`src/rtl/ibr128_dec_opmode.sv`:
```
// ---------------------------------------------------------------------------
// ibr128_dec_opmode
//
// Purpose:
//   Decryption-side mode-of-operation sequencer for the IBR128 datapath.
//   Accepts one ciphertext block per request and applies ECB/CBC/CFB/OFB
//   chaining around the shared IBR128 block-cipher engine. The engine is
//   driven through its block_start/block_ready handshake, and the recovered
//   plaintext is returned with a one-cycle plainReady pulse.
//
// Ports:
//   Clk          system clock, rising edge
//   RstN         asynchronous active-low reset
//   Enable       single-cycle decrypt request, accepted only when idle
//   SOM[1:0]     mode: 00 ECB, 01 CBC, 10 CFB-128, 11 OFB
//   FB           first block: load the chain register from IV
//   IV           initialisation vector
//   cipherText   ciphertext block, sampled with Enable
//   plainText    registered plaintext, held until the next result
//   plainReady   one-cycle pulse when plainText is valid
//   busy         high from START through OUT
//   encrypt      engine direction: 1 forward, 0 inverse
//   block_start  one-cycle engine start pulse
//   pData        engine input block
//   block_ready  engine completion pulse (honoured only while waiting)
//   eData        engine output, valid with block_ready
//   err          engine watchdog-expired pulse
//
// Optional feature (macro IBR128_DEC_TIMEOUT_EN):
//   When defined, a watchdog aborts the wait for block_ready after
//   TIMEOUT_CYCLES cycles and pulses err. When undefined, err is tied to 0
//   and the sequencer waits for the engine indefinitely.
// ---------------------------------------------------------------------------
module ibr128_dec_opmode #(
   parameter int BLK_W          = 128,
   parameter int TIMEOUT_CYCLES = 64
) (
   input  logic             Clk,
   input  logic             RstN,
   input  logic             Enable,
   input  logic [1:0]       SOM,
   input  logic             FB,
   input  logic [BLK_W-1:0] IV,
   input  logic [BLK_W-1:0] cipherText,
   output logic [BLK_W-1:0] plainText,
   output logic             plainReady,
   output logic             busy,
   output logic             encrypt,
   output logic             block_start,
   output logic [BLK_W-1:0] pData,
   input  logic             block_ready,
   input  logic [BLK_W-1:0] eData,
   output logic             err
);

   typedef enum logic [1:0] {
      S_IDLE  = 2'd0,
      S_START = 2'd1,
      S_WAIT  = 2'd2,
      S_OUT   = 2'd3
   } state_t;

   localparam logic [1:0] MODE_ECB = 2'b00;
   localparam logic [1:0] MODE_CBC = 2'b01;
   localparam logic [1:0] MODE_CFB = 2'b10;
   localparam logic [1:0] MODE_OFB = 2'b11;

   state_t           r_state;
   state_t           w_next;
   logic [BLK_W-1:0] r_chain;
   logic [BLK_W-1:0] r_c;
   logic [1:0]       r_mode;
   logic [BLK_W-1:0] r_plain;
   logic             w_accept;
   logic             w_done;
   logic             w_timeout;

   assign w_accept = (r_state == S_IDLE) && Enable;
   assign w_done   = (r_state == S_WAIT) && block_ready;

`ifdef IBR128_DEC_TIMEOUT_EN
   logic [15:0] r_cnt;

   // Watchdog: zeroed in START so the first WAIT cycle sees 0, then counts
   // every WAIT cycle. Expiry is only declared if the engine is not
   // completing in that same cycle.
   always_ff @(posedge Clk or negedge RstN) begin
      if (!RstN) begin
         r_cnt <= '0;
      end else if (r_state == S_START) begin
         r_cnt <= '0;
      end else if (r_state == S_WAIT) begin
         r_cnt <= r_cnt + 16'd1;
      end
   end

   assign w_timeout = (r_state == S_WAIT) && !block_ready &&
                      (r_cnt == 16'(TIMEOUT_CYCLES));
`else
   assign w_timeout = 1'b0;
`endif

   // State register.
   always_ff @(posedge Clk or negedge RstN) begin
      if (!RstN) begin
         r_state <= S_IDLE;
      end else begin
         r_state <= w_next;
      end
   end

   // Next-state logic. block_ready is only looked at in WAIT, so a completion
   // pulse coincident with block_start (or arriving after a timeout) is
   // ignored.
   always_comb begin
      w_next = r_state;
      case (r_state)
         S_IDLE:  if (Enable) w_next = S_START;
         S_START: w_next = S_WAIT;
         S_WAIT: begin
            if (block_ready) begin
               w_next = S_OUT;
            end else if (w_timeout) begin
               w_next = S_IDLE;
            end
         end
         S_OUT:   w_next = S_IDLE;
         default: w_next = S_IDLE;
      endcase
   end

   // Request capture and result/chain update. The chain register is only
   // reloaded from IV on a first block, so a mode change between blocks
   // reuses whatever chain value is already held.
   always_ff @(posedge Clk or negedge RstN) begin
      if (!RstN) begin
         r_chain <= '0;
         r_c     <= '0;
         r_mode  <= MODE_ECB;
         r_plain <= '0;
      end else begin
         if (w_accept) begin
            r_c    <= cipherText;
            r_mode <= SOM;
            if (FB) begin
               r_chain <= IV;
            end
         end
         if (w_done) begin
            case (r_mode)
               MODE_ECB: begin
                  r_plain <= eData;
               end
               MODE_CBC: begin
                  r_plain <= eData ^ r_chain;
                  r_chain <= r_c;
               end
               MODE_CFB: begin
                  r_plain <= eData ^ r_c;
                  r_chain <= r_c;
               end
               default: begin
                  r_plain <= eData ^ r_c;
                  r_chain <= eData;
               end
            endcase
         end
      end
   end

   // ECB/CBC run the engine inverse on the ciphertext; CFB/OFB run it forward
   // on the chain value. Both sources are frozen from START until block_ready.
   assign encrypt     = r_mode[1];
   assign pData       = r_mode[1] ? r_chain : r_c;
   assign block_start = (r_state == S_START);
   assign plainReady  = (r_state == S_OUT);
   assign busy        = (r_state != S_IDLE);
   assign plainText   = r_plain;
   assign err         = w_timeout;

endmodule

```
`config.mk`:
```
export PLATFORM = sky130hd
export DESIGN_NAME = ibr128_dec_opmode
export DESIGN_NICKNAME = d
export VERILOG_FILES = /design/src/rtl/ibr128_dec_opmode.sv
export SDC_FILE = /design/constraint.sdc
export NUM_CORES = 1
export LEC_CHECK = 0
export CAP_MARGIN = 20
export CORE_AREA = 3 3 252 254
export CTS_CLUSTER_SIZE = 8
export DETAILED_ROUTE_END_ITERATION = 10
export DIE_AREA = 0 0 255 257
export SETUP_SLACK_MARGIN = 0.05
export SLEW_MARGIN = 20
export SYNTH_ARGS = -nofsm -noshare
export SYNTH_HDL_FRONTEND = slang
export SYNTH_SLANG_ARGS = --single-unit
export TNS_END_PERCENT = 1
```
`constraint.sdc`:
```
create_clock -name Clk -period 2.3 [get_ports Clk]
set_input_delay 0.46 -clock Clk [delete_from_list [all_inputs] [get_ports Clk]]
set_output_delay 0.46 -clock Clk [all_outputs]
set_load 0.005 [all_outputs]
```
==> results.json <==
{
  "status": "complete, but fails checks",
  "violations": "setup timing",
  "cts_tree": "built",
  "grt_pass1_vias": 19200,
  "multiInputGateArea_um2": 10200,
  "slew_violations": 0,
  "grt_overflow": 0,
  "ys_warn_count": 0,
  "areaGrowthSynthToFinish_pct": 47.1,
  "finClkSkew_ns": 0.0157,
  "tightest_slew_ns": 0.532,
  "ir_drop_mv": 1.18,
  "ff_latch_area_um2": 9710,
  "numCtsBuffers": 55,
  "ios": 652,
  "fin_area_um2": 30600,
  "totalPowerFinal_mw": 46.3,
  "fillers": 5552,
  "route.detailed.wl_per_inst_um": 26.1,
  "fin_crit_ns": 2.63,
  "placementRows": 91,
  "nets": 2929,
  "cts_max_level": 2,
  "setup_viol": 98,
  "critPathMaxFanout": 8,
  "dp_hpwl_mm": 62.0,
  "drive_above_1_share": 0.218,
  "drt_first_pass_iters": 6,
  "worstSetupPathType": "flip-flop to primary output",
  "drtIter0Drc": 1445,
  "num_vias": 19000,
  "syn_inst": 1865,
  "synthesis.area_um2": 20800,
  "root_buffer": "clkbuf_16",
  "die_w_um": 255,
  "die_h_um": 257,
  "timing.final.ws_setup_ns": -0.326,
  "leakagePower_nw": 13.4,
  "antenna_found_initial": 31,
  "pre_cts_slack_ns": 0.116,
  "core_um2": 61500,
  "ys_types": 25,
  "clock.fmax_ghz": 0.381,
  "ys_seq_elements": 388,
  "die-area_um2": 65500,
  "cp-end-kind": "primary output",
  "clock-sinks": 388,
  "grt_max_degree": 82,
  "routed_wl_mm": 87.3,
  "routed_via_density": 5.68,
  "grt_usage": 0.254,
  "worstPathRequired_ns": 1.84,
  "place_inst": 3242,
  "maxCapViolations": 0,
  "start_kind": "flip-flop",
  "rsz0062_at_grt": "yes",
  "crit_arrival_ns": 2.17,
  "p_per_area_nw_per_um2": 1510,
  "setup_tns_ns": -15.96,
  "clk_pin_slew_ns": 0.05,
  "slew_headroom": 0.645,
  "hold_viol_final": 0,
  "port_buffers": 650,
  "floorplan.initialDensity": 0.338,
  "place_area_um2": 28900,
  "worstSkewPairLatency_ns": 0.58,
  "drtAntennaViolNets": 0,
  "hold_path_class": "input pin to async pin",
  "syn_avg_cell_area_um2": 11.1,
  "syn_nets": 2263,
  "routabilityCongestion": 0.940,
  "grt_first_pass_wirelength_mm": 126,
  "seq_area_frac_synth": 0.467,
  "clockBufferDepth": 3,
  "fin_cells": 3350,
  "finalCritPeriodShare": 1.14,
  "post-route-drc-count": 0
}
registers in the layout (all words and copies together), names as in the netlist:
register   flops
plainText    128
r_c          128
r_chain      128
r_mode         2
r_state        2
worst paths after layout:
kind / start / to / slack [ns] / depth (start not counted)
worst min-delay path: RstN / plainText[57] / 0.44 / 2
worst max-delay path: r_mode[1] / pData[67] / -0.33 / 6
max in group asynchronous: RstN / r_c[35] / 1.08 / 3
worst min register to register: plainText[51] / plainText[51] / 0.55 / 2
worst max register to register: r_mode[1] / r_chain[46] / 0.14 / 7
min in group Clk: cipherText[95] / r_c[95] / 0.48 / 2
layout make-up:
cell class                      instances  share of cell area
Multi-Input combinational cell       1300               0.335
Antenna cell                           23             0.00188
Clock buffer                           60              0.0474
Timing Repair Buffer                  779               0.264
Clock inverter                          3            0.000491
Sequential cell                       388               0.318
Inverter                                7            0.000860
Tap cell                              790              0.0323
repair_timing:
action / CTS / global route
pin swaps: 0 / 1
hold buffers: 1 / 0
endpoints found under the setup margin: 132 / 128
buffers inserted: 1 / 15
gates resized for setup: 172 / 188
endpoints found under the hold margin: 36 / 0
gates cloned: 0 / 5
cells in the final DEF, fill, tap and decap left out, types with 2 or more instances in the layout:
cell and n:
buf_8 3, dlygate4sd2_1 8, o21ai_0 128, dlymetal6s2s_1 33, clkdlybuf4s50_1 518, clkdlybuf4s15_2 3
ha_1 3, buf_4 58, nand2_4 2, buf_12 58, ha_4 4, mux2_2 249
o22ai_1 128, clkinv_2 3, inv_2 2, mux2i_1 256, a22oi_1 127, mux2_4 10
diode_2 23, buf_2 7, clkbuf_16 61, nor2_1 128, clkbuf_2 65, buf_6 20
inv_1 5, or3_1 128, a31oi_1 129, clkbuf_1 2, dfrtp_1 387
power by group:
group          internal, mW  total (mW)  switching (mW)
combinational          13.4        25.5            12.0
clock                  4.35        7.32            2.97
sequential             10.3        13.5            3.24
critical path, stage by stage, from the launching register on:
cell,delay [ns]
dfrtp_4,0.56
buf_12,0.17
buf_12,0.15
clkbuf_16,0.17
buf_6,0.12
mux2_4,0.29
buf_6,0.12
cells by family (layout without fill, tap and decap cells):
family,Yosys count,count (layout),synth area share
compound gates,515,515,0.155
fa+ha+maj,7,7,0.00422
buf+inv,177,849,0.0461
flops,388,388,0.467
mux,515,515,0.264
other cells,1,24,0.000181
simple gates,262,262,0.0632
synth_stat cells:
master / instances / share of area
dfrtp_1: 388 / 0.47
mux2_2: 259 / 0.14
mux2i_1: 256 / 0.12
a31oi_1: 129 / 0.039
nor2_1: 128 / 0.023
o21ai_0: 128 / 0.031
o22ai_1: 128 / 0.039
or3_1: 128 / 0.039
a22oi_1: 127 / 0.046
clkbuf_1: 94 / 0.017
buf_2: 45 / 0.011
buf_1: 13 / 0.0023
buf_12: 13 / 0.013
ha_1: 7 / 0.0042
inv_1: 7 / 0.0013
buf_4: 3 / 0.0011
and2_1: 2 / 0.00060
buf_6: 2 / 0.0011
nand2_1: 2 / 0.00036
a21oi_1: 1 / 0.00024
a2bb2oi_1: 1 / 0.00042
conb_1: 1 / 0.00018
nand3_1: 1 / 0.00024
nor2b_1: 1 / 0.00030
o22a_1: 1 / 0.00042
per-layer routing:
metal,share of wire,GRT usage
met1,0.39,0.310
met4,0.037,0.112
met3,0.099,0.0784
met2,0.47,0.411
met5,0.0010,0
metrics by stage:
step	hold WS, ns	util
final	0.438	0.497
after global routing	0.452	0.497
after CTS	0.423	0.493
after detailed placement	0.450	0.471
after global placement	0.448	0.471
after floorplan	0.164	-
Note: power is estimated with default switching activity, not from simulation.
==> variant 1, RTL diff (same settings) <==
Encoding of `state_t`: now Gray code (2 bits for 4 states).
--- a/src/rtl/ibr128_dec_opmode.sv
+++ b/src/rtl/ibr128_dec_opmode.sv
@@ -54,10 +54,10 @@
 );
 
    typedef enum logic [1:0] {
-      S_IDLE  = 2'd0,
-      S_START = 2'd1,
-      S_WAIT  = 2'd2,
-      S_OUT   = 2'd3
+      S_IDLE  = 2'b00,
+      S_START = 2'b01,
+      S_WAIT  = 2'b11,
+      S_OUT   = 2'b10
    } state_t;
 
    localparam logic [1:0] MODE_ECB = 2'b00;
Behaviour: same outputs for any inputs over 4 cycles, from zero or initial values and one cycle with RstN low; so few cycles prove little.
==> variant 1 against the unedited design <==
Die area unchanged; the run still ends with setup timing left; sequential cell count unchanged; synthesized area increased by 1.6%; critical path depth unchanged; final area increased by 2.8%; critical path type unchanged; worst hold slack got worse by 0.028 ns; global-route usage decreased by 0.23 points; routed wire length increased by 0.36%; setup slack got worse by 0.0033 ns; cell count increased by 1.2%; power increased by 0.24%; combinational power increased by 2%.
==> variant 1: results (changes against the unedited design) <==
[finish]
fin_cells = 3390  ; +1.2%
sh_seq_area = 0.309  ; -0.00870
fillCellCount = 5412  ; -2.5%
clk_share = 0.0461  ; -0.00180
layout-drive-gt1-share = 0.207  ; -0.0103
multi_input_cells = 1298  ; -0.15%

[pwr]
p_leak_nw = 13.0  ; -2.8%

[drt]
first_iter_violations = 1339  ; -7.3%
drt-pass1-iter-count = 5  ; -1
wirelength_met1_um = 34400  ; +0.80%
dr_wl_met3_um = 7510  ; -13%

[status]
violations = setup timing
status = complete, but fails checks

[place]
gp_congestion = 0.872  ; -7.2%
dpl_worst_slack_ns = 0.0242  ; -0.0918 ns
dpl_cell_area_mm2 = 0.0296  ; +2.1%

[timing]
setup_viol = 114  ; +16%
worst_slack_ns = -0.329  ; -0.00334 ns
fin_hold_ws_ns = 0.410  ; -0.0275 ns
relSlewSlack = 0.532  ; -0.113
final.setup.tns_ns = -20.65  ; -4.69 ns

[global_route]
grt_util_met1 = 0.309  ; about the same
grt_pass1_vias = 20000  ; +4.0%
grt_antenna_before_repair = 33  ; +6.5%

[clocking]
cts.repair.resized = 181  ; +5.2%

[yosys]
muxShareOfSynthArea = 0.259  ; -0.00458
seq_area_frac_synth = 0.460  ; -0.00718

variant 1: worst max path at each step:
stage / slack [ns] / from / end
after global placement: 0.07 / block_ready / plainText[77]$_DFFE_PN0N_
after CTS: -0.49 / r_mode[1]$_DFFE_PN0N_ / pData[53]
after detailed placement: 0.02 / block_ready / plainText[81]$_DFFE_PN0N_
after global routing: -0.38 / r_mode[1]$_DFFE_PN0N_ / pData[81]
after floorplan: -0.004 / r_mode[1]$_DFFE_PN0N_ / r_chain[100]$_DFF_PN0_
final: -0.33 / r_mode[1]$_DFFE_PN0N_ / pData[75]
variant 1: power by group through the flow:
stage | combinational, mW | sequential (mW) | clock, mW
6_report | 25.9 | 13.2 | 7.33
5_1_grt | 27.6 | 13.6 | 7.78
4_1_cts | 25.2 | 13.0 | 7.51
3_5_place_dp | 25.3 | 13.1 | 0
3_3_place_gp | 25.0 | 12.9 | 0
2_1_floorplan | 12.5 | 12.2 | 0
==> variant 2, RTL diff (same settings) <==
Made on the original files. Set the parameter `BLK_W` to 64 (it was 128).
--- a/src/rtl/ibr128_dec_opmode.sv
+++ b/src/rtl/ibr128_dec_opmode.sv
@@ -32,7 +32,7 @@
 //   and the sequencer waits for the engine indefinitely.
 // ---------------------------------------------------------------------------
 module ibr128_dec_opmode #(
-   parameter int BLK_W          = 128,
+   parameter int BLK_W          = 64,
    parameter int TIMEOUT_CYCLES = 64
 ) (
    input  logic             Clk,
Ports: changed (5 resized); port bits go from 652 to 332. The function was not compared with the original's and may differ.
==> variant 2 against the unedited design <==
The flow still finishes with violations (setup timing); combinational power fell by 51%; sequential share of layout area down 0.38 points; final area shrank 49%; global-route usage shrank 13 points; fmax is 13% higher; synthesized area decreased by 49%; setup slack improved by 0.30 ns; cell count down 38%; routed wire length down 53%; sequential cell count down 192; power shrank 52%; critical path depth decreased by 1.
==> variant 2: results (changes against the unedited design) <==
[place]
gp_congestion = 0.811  ; -14%
dp_hpwl_um = 28400  ; -54%
io_buffers = 330  ; -49%

[timing]
final.setup.tns_ns = -0.0729  ; +15.89 ns
setup_viol = 9  ; -91%
worst_slack_ns = -0.0254  ; +0.301 ns
relSlewSlack = 0.617  ; -0.0280
clock_skew_ns = 0.0137  ; -0.00205 ns

[status]
status = complete, but fails checks
violations = setup timing

[global_route]
grt_pass1_wl_um = 60500  ; -52%
grt_max_degree = 67  ; -18%
grt_pass1_vias = 9728  ; -49%

[clocking]
htree_num_levels = 4  ; +2
cts.reportedPaths.clkPinSlew_ns = 0.08  ; +0.03 ns

[yosys]
seq_area_frac_synth = 0.465  ; -0.00208
muxShareOfSynthArea = 0.261  ; -0.00225
synth_commonest_cells = dfrtp_1, mux2_2, mux2i_1
ys_top_cells_by_area = dfrtp_1, mux2_2, mux2i_1
syn_nets = 1153  ; -49%
synth.cell_area_mm2 = 0.0105  ; -49%
synth_compound_area_frac = 0.154  ; -0.000901
synth-adder-area-share = 0.00831  ; +0.00409

[drt]
first_iter_violations = 478  ; -67%
drt-pass1-iter-count = 5  ; -1
via_per_inst = 4.49  ; -21%

[pwr]
power.share.sequential = 0.299  ; +0.007
ir_drop_mv = 0.765  ; -35%
p_clk_frac = 0.137  ; -0.021
p_int_mw = 13.4  ; -52%

[setup_path]
r2r_cells = 8  ; +1
rrSetupSlack_ns = 0.17  ; +0.03 ns
crit_fanout = 5  ; -3

[finish]
nets = 1471  ; -50%

==> variant 2: timing repair <==
item / 4_1_cts / 5_1_grt
cloned: 4 / 0
pin swaps: 0 / 0
hold buffers: 1 / 0
endpoints found under the setup margin: 66 / 52
setup buffers: 9 / 0
endpoints found under the hold margin: 30 / 0
resized for setup: 250 / 24
==> variant 2: routing by layer <==
metal,part of all wire,vias to the layer above,global-route usage
met1,0.43,4684,0.152
met5,0.00032,-,0
met3,0.060,50,0.0333
met4,0.022,2,0.0477
li1,-,4229,-
met2,0.49,331,0.203
==> variant 2: path summary, 6_finish.rpt <==
check	start	endpoint
setup / recovery	r_mode[1]$_DFFE_PN0N_	pData[21]
hold / removal	RstN	plainText[18]$_DFFE_PN0N_
setup reg to reg	r_mode[1]$_DFFE_PN0N_	plainText[35]$_DFFE_PN0N_
hold reg to reg	plainText[12]$_DFFE_PN0N_	plainText[12]$_DFFE_PN0N_
max in group asynchronous	RstN	r_chain[49]$_DFF_PN0_
min in group Clk	plainText[12]$_DFFE_PN0N_	plainText[12]$_DFFE_PN0N_
==> variant 2: area by class of cell <==
cell class,count,area (um2)
Timing Repair Buffer,383,3880
Sequential cell,196,4910
Clock inverter,12,109
Tap cell,790,988
Clock buffer,20,457
Inverter,7,26.3
Multi-Input combinational cell,660,5250
Antenna cell,4,10.0
Fill cell,6490,45900
==> variant 2: per-stage QoR <==
stage	cells	total power, mW	setup WS (ns)	hold slack [ns]	util
2_1_floorplan	947	13.2	0.256	0.164	-
3_3_place_gp	2022	19.1	0.101	0.416	0.244
3_5_place_dp	2022	19.4	0.0837	0.423	0.244
4_1_cts	2068	22.6	-0.0900	0.432	0.254
5_1_grt	2070	23.9	-0.0951	0.467	0.254
6_report	2072	22.3	-0.0254	0.460	0.254
